===== src/rtl/qam_pkg.sv =====
// Shared definitions for the QAM bit packer: qam_num encodings, bits-per-symbol lookup
// and the packer state enum.
package qam_pkg;

    localparam logic [2:0] zBPSK   = 3'd0;
    localparam logic [2:0] zQPSK   = 3'd1;
    localparam logic [2:0] zQAM16  = 3'd2;
    localparam logic [2:0] zQAM64  = 3'd3;
    localparam logic [2:0] zQAM256 = 3'd4;

    typedef enum logic [1:0] {
        ST_IDLE  = 2'd0,
        ST_RUN   = 2'd1,
        ST_FLUSH = 2'd2
    } state_t;

    // Returns 0 for unsupported modulations so callers can test support and size together.
    function automatic logic [3:0] qam_bps(input logic [2:0] qam_num);
        case (qam_num)
            zBPSK:   qam_bps = 4'd1;
            zQPSK:   qam_bps = 4'd2;
            zQAM16:  qam_bps = 4'd4;
            zQAM64:  qam_bps = 4'd6;
            zQAM256: qam_bps = 4'd8;
            default: qam_bps = 4'd0;
        endcase
    endfunction

endpackage


===== src/rtl/qam_bit_packer.sv =====
// Repacks encoder bytes (MSB first) into right-aligned symbols of 1/2/4/6/8 bits.
// Define QAM_PACK_STATS_EN to add the per-frame o_sym_cnt output.
module qam_bit_packer
    import qam_pkg::*;
(
    input  logic        clk,
    input  logic        xrst,
    input  logic [7:0]  i_data,
    input  logic        i_val,
    input  logic        i_last,
    output logic        o_ready,
    input  logic [2:0]  i_conf_qam_num,
    output logic [7:0]  o_data,
    output logic        o_val,
    output logic        o_last,
    input  logic        i_ready,
`ifdef QAM_PACK_STATS_EN
    output logic [15:0] o_sym_cnt,
`endif
    output logic        o_err
);

    state_t      state_reg, state_next;
    logic [15:0] buf_reg, buf_next;
    logic [4:0]  cnt_reg, cnt_next;
    logic [3:0]  bps_reg, bps_next;
    logic        bad_reg, bad_next;
    logic [7:0]  o_data_reg, o_data_next;
    logic        o_val_reg, o_val_next;
    logic        o_last_reg, o_last_next;
    logic        o_err_reg, o_err_next;

    logic        accept;
    logic        out_free;
    logic        emit;
    logic        byte_bad;
    logic [4:0]  bps5;
    logic [15:0] sym16;
    logic [15:0] buf_rem;
    logic [4:0]  cnt_rem;

    assign o_ready  = (cnt_reg <= 5'd8) && (state_reg != ST_FLUSH);
    assign accept   = i_val && o_ready;
    assign out_free = !o_val_reg || i_ready;
    assign bps5     = {1'b0, bps_reg};
    assign byte_bad = (state_reg == ST_IDLE) ? (qam_bps(i_conf_qam_num) == 4'd0) : bad_reg;

    // Buffer bits past cnt_reg are always zero, so the final short symbol is padded for free.
    assign emit  = out_free && !bad_reg && (cnt_reg != 5'd0)
                   && ((cnt_reg >= bps5) || (state_reg == ST_FLUSH));
    assign sym16 = buf_reg >> (5'd16 - bps5);

    always_comb begin
        buf_rem = buf_reg;
        cnt_rem = cnt_reg;
        if (emit) begin
            buf_rem = buf_reg << bps_reg;
            cnt_rem = (cnt_reg > bps5) ? (cnt_reg - bps5) : 5'd0;
        end
    end

    always_comb begin
        state_next  = state_reg;
        buf_next    = buf_rem;
        cnt_next    = cnt_rem;
        bps_next    = bps_reg;
        bad_next    = bad_reg;
        o_data_next = o_data_reg;
        o_val_next  = o_val_reg;
        o_last_next = o_last_reg;
        o_err_next  = 1'b0;

        if (out_free) begin
            o_val_next  = emit;
            o_last_next = 1'b0;
            if (emit) begin
                o_data_next = sym16[7:0];
                o_last_next = (state_reg == ST_FLUSH) && (cnt_reg <= bps5);
            end
        end

        if (accept && !byte_bad) begin
            buf_next = buf_rem | ({i_data, 8'h00} >> cnt_rem);
            cnt_next = cnt_rem + 5'd8;
        end

        case (state_reg)
            ST_IDLE: begin
                if (accept) begin
                    bad_next   = byte_bad;
                    o_err_next = byte_bad;
                    if (!byte_bad) begin
                        bps_next = qam_bps(i_conf_qam_num);
                    end
                    state_next = i_last ? ST_FLUSH : ST_RUN;
                end
            end
            ST_RUN: begin
                if (accept && i_last) begin
                    state_next = ST_FLUSH;
                end
            end
            ST_FLUSH: begin
                // Nothing left to emit and the final symbol (if any) has been taken.
                if ((cnt_reg == 5'd0) && out_free) begin
                    state_next = ST_IDLE;
                end
            end
            default: state_next = ST_IDLE;
        endcase
    end

    always_ff @(posedge clk) begin
        if (xrst) begin
            state_reg  <= ST_IDLE;
            buf_reg    <= 16'h0000;
            cnt_reg    <= 5'd0;
            bps_reg    <= 4'd1;
            bad_reg    <= 1'b0;
            o_data_reg <= 8'h00;
            o_val_reg  <= 1'b0;
            o_last_reg <= 1'b0;
            o_err_reg  <= 1'b0;
        end else begin
            state_reg  <= state_next;
            buf_reg    <= buf_next;
            cnt_reg    <= cnt_next;
            bps_reg    <= bps_next;
            bad_reg    <= bad_next;
            o_data_reg <= o_data_next;
            o_val_reg  <= o_val_next;
            o_last_reg <= o_last_next;
            o_err_reg  <= o_err_next;
        end
    end

    assign o_data = o_data_reg;
    assign o_val  = o_val_reg;
    assign o_last = o_last_reg;
    assign o_err  = o_err_reg;

`ifdef QAM_PACK_STATS_EN
    logic [15:0] sym_cnt_reg;

    always_ff @(posedge clk) begin
        if (xrst) begin
            sym_cnt_reg <= 16'h0000;
        end else if ((state_reg == ST_IDLE) && accept) begin
            sym_cnt_reg <= 16'h0000;
        end else if (o_val_reg && i_ready && (sym_cnt_reg != 16'hFFFF)) begin
            sym_cnt_reg <= sym_cnt_reg + 16'd1;
        end
    end

    assign o_sym_cnt = sym_cnt_reg;
`endif

endmodule


===== config.mk =====
export PLATFORM = sky130hd
export DESIGN_NAME = qam_bit_packer
export DESIGN_NICKNAME = d
export VERILOG_FILES = /design/src/rtl/qam_pkg.sv /design/src/rtl/qam_bit_packer.sv
export SDC_FILE = /design/constraint.sdc
export NUM_CORES = 1
export LEC_CHECK = 0
export CAP_MARGIN = 20
export CORE_UTILIZATION = 50
export CTS_BUF_LIST = sky130_fd_sc_hd__clkbuf_4 sky130_fd_sc_hd__clkbuf_8 sky130_fd_sc_hd__clkbuf_16
export DETAILED_ROUTE_END_ITERATION = 10
export PLACE_DENSITY_LB_ADDON = 0.2
export SLEW_MARGIN = 20
export SYNTH_ARGS = -nofsm -noshare
export SYNTH_HDL_FRONTEND = slang
export SYNTH_SLANG_ARGS = --single-unit

===== constraint.sdc =====
create_clock -name clk -period 5.6 [get_ports clk]
set_clock_uncertainty 0.05 [all_clocks]
set_input_delay 1.68 -clock clk [delete_from_list [all_inputs] [get_ports clk]]
set_output_delay 1.68 -clock clk [all_outputs]
set_load 0.1 [all_outputs]

==> impl_metrics.env <==
export IMPL_syn_inst=454
export IMPL_layout_commonest_cell="nand2_1"
export IMPL_path_clk_slew_ns=0.09
export IMPL_wl_per_cell_um=19.0
export IMPL_port_buffers=27
export IMPL_drive_gt1_share_pct=9.52
export IMPL_syn_num_nets=476
export IMPL_worstRegToRegCells=9
export IMPL_ant_nets=0
export IMPL_stdcell_count=558
export IMPL_worst_r2r_endpoint="buf_reg[3]"
export IMPL_ys_warn_count=0
export IMPL_cts_sinks=39
export IMPL_hold_depth=2
export IMPL_hpwl_um=7870
export IMPL_ys_async_sr_fraction_pct=0
export IMPL_firstDrtPassIters=6
export IMPL_die_x_um=87.8
export IMPL_grt_pass1_vias=3288
export IMPL_htree_levels=2
export IMPL_nFillCells=663
export IMPL_largest_reg_flops=16
export IMPL_post_cts_resized=0
export IMPL_gp_congestion=0.985
export IMPL_synth_simple_gate_area_share_pct=20.4
export IMPL_finalSetupViolations=0
export IMPL_ctsHoldBuffers=0
export IMPL_cap_viol_max_count=0
export IMPL_min_to="o_data[3]"
export IMPL_fp_dieArea_mm2=0.00771
export IMPL_worst_pin_slew_ns=0.965
export IMPL_drc=0
export IMPL_synth_fa_ha_area_share_pct=2.24
export IMPL_diodes=0
export IMPL_std_cell_rows=30
export IMPL_hp_start="o_data[3]"
export IMPL_grt_antenna_before_repair=0
export IMPL_grt_pass1_wl_um=16900
export IMPL_final_cell_mix="nand2_1 (43), dfxtp_1 (39), nor2_1 (35)"
export IMPL_rsz0062_at_grt="no"
export IMPL_grt_usage_pct=28.0
export IMPL_nets=483
export IMPL_required_ns=3.87
export IMPL_max_freq_mhz=222
export IMPL_synth_avg_cell_area_um2=8.11
export IMPL_totalWireLength_um=10600
export IMPL_synthMuxAreaShare_pct=17.9
export IMPL_synth_xor_xnor_area_share_pct=1.19
export IMPL_synth_area_mm2=0.00368
export IMPL_fin_util_pct=58.7
export IMPL_hold_viol=0
export IMPL_final_max_slew_viol_count=0
export IMPL_clock_latency_ns=0.30
export IMPL_cts_made_buffers=5
export IMPL_powerDensity_mw_per_mm2=572
export IMPL_fp_dieH_um=87.8
export IMPL_period_minus_slack_ns=4.51
export IMPL_start_util_pct=53.0
export IMPL_p_leak_nw=1.53
export IMPL_syn_to_final_growth_pct=10.8
export IMPL_core_area_mm2=0.00694
export IMPL_synth_top_family_by_area="compound AO/OA/AOI/OAI gates"
export IMPL_rrSetupSlack_ns=1.60
export IMPL_arrival_ns=2.78
export IMPL_cp_end_kind="output port"
export IMPL_ys_ff_latch=39
export IMPL_worst_hold_path_type="flop to flop"
export IMPL_gr_total_overflow=0
export IMPL_ir_drop_mv=0.203
export IMPL_ctsRootBufferMaster="clkbuf_8"
export IMPL_synth_compound_area_share_pct=32.1
export IMPL_via_per_inst=6.76
export IMPL_post_cts_buffers=0
export IMPL_synth_main_ff_cell="dfxtp_1"
export IMPL_clock_path_buffers=2
export IMPL_timing_final_crit_share_pct=80.5
export IMPL_path_max_fanout=6
export IMPL_dp_cells=550
export IMPL_seq_area_frac_synth_pct=21.2
export IMPL_slew_headroom_pct=35.4
export IMPL_cts_tree="yes"
export IMPL_drtIter0Drc=370
export IMPL_crit_type="flop to output port"
export IMPL_vias=3774
export IMPL_finalSetupTns_ns=0
export IMPL_io_pins=28
export IMPL_grt_max_degree=38
export IMPL_synth_edff_count=0
export IMPL_status="completed"
export IMPL_start_kind="flop"
export IMPL_rr_startpoint="bps_reg[2]"
export IMPL_synth_cell_types=73
## layout make-up
type	count	area (um2)	share of cell area, %
Tap cell	96	120	2.95
Inverter	13	48.8	1.20
Multi-Input combinational cell	371	2710	66.6
Clock inverter	3	43.8	1.07
Sequential cell	39	781	19.2
Timing Repair Buffer	31	300	7.37
Clock buffer	5	68.8	1.69
## cell families (layout without fill, tap and decap cells)
logic type,after synthesis,after routing
flip-flops,39,39
buffers and inverters,44,52
AND/OR/NAND/NOR,152,152
multiplexers,49,49
adder cells (fa/ha/maj),6,6
AO/OA/AOI/OAI,159,159
XOR/XNOR,5,5
## synthesized netlist by cell type (all sizes together) (8+ instances only)
cell    instances  area [um2]
nor2b           8        50.1
nand3          20         100
and3            9        56.3
o21ai          27         135
a21oi          28         140
nand2          43         161
o211ai          9        67.6
mux2i          33         330
o22ai           9        56.3
clkbuf         17        65.1
dfxtp          39         781
a211oi         17         128
inv            13        48.8
nor2           37         149
buf            14        71.3
mux4           13         293
## where the power goes
group / switching, mW / internal (mW) / leakage, nW / total [mW]
registers: 0.0951 / 0.340 / 0.318 / 0.435
clock network: 0.108 / 0.133 / 0.0581 / 0.241
logic: 1.06 / 0.592 / 1.15 / 1.66
total: 1.27 / 1.07 / 1.53 / 2.33
## stage by stage
step	hold slack [ns]	cell area (um2)	total power [mW]	setup WS, ns
after floorplan	0.444	3680	1.74	0.672
after global placement	0.389	3960	2.04	1.04
after detailed placement	0.401	3960	2.06	1.06
after CTS	0.411	4080	2.31	1.07
after global routing	0.428	4080	2.50	1.01
final	0.406	4080	2.33	1.09
## critical path, cell delays in order (launching register included)
cell	delay [ns]
dfxtp_1	0.39
or3_4	0.45
a211oi_1	0.43
clkdlybuf4s50_1	1.21
## metal layers
layer	vias to the layer above	GRT usage (%)	wire, um
li1	1786	-	-
met1	1795	41.0	4740
met2	172	44.0	4840
met3	21	3.58	839
met4	0	5.81	159
met5	-	0	0
## how the worst max path moves through the flow
stage	to	startpoint	cells past startpoint	slack, ns
after CTS	o_ready	cnt_reg[1]	3	1.07
after detailed placement	buf_reg[3]	i_ready	8	1.06
after floorplan	o_ready	cnt_reg[1]	2	0.67
final	o_ready	cnt_reg[1]	3	1.09
after global placement	buf_reg[6]	i_ready	8	1.04
after global routing	o_ready	cnt_reg[1]	3	1.01
(Power assumes the default switching activity.)
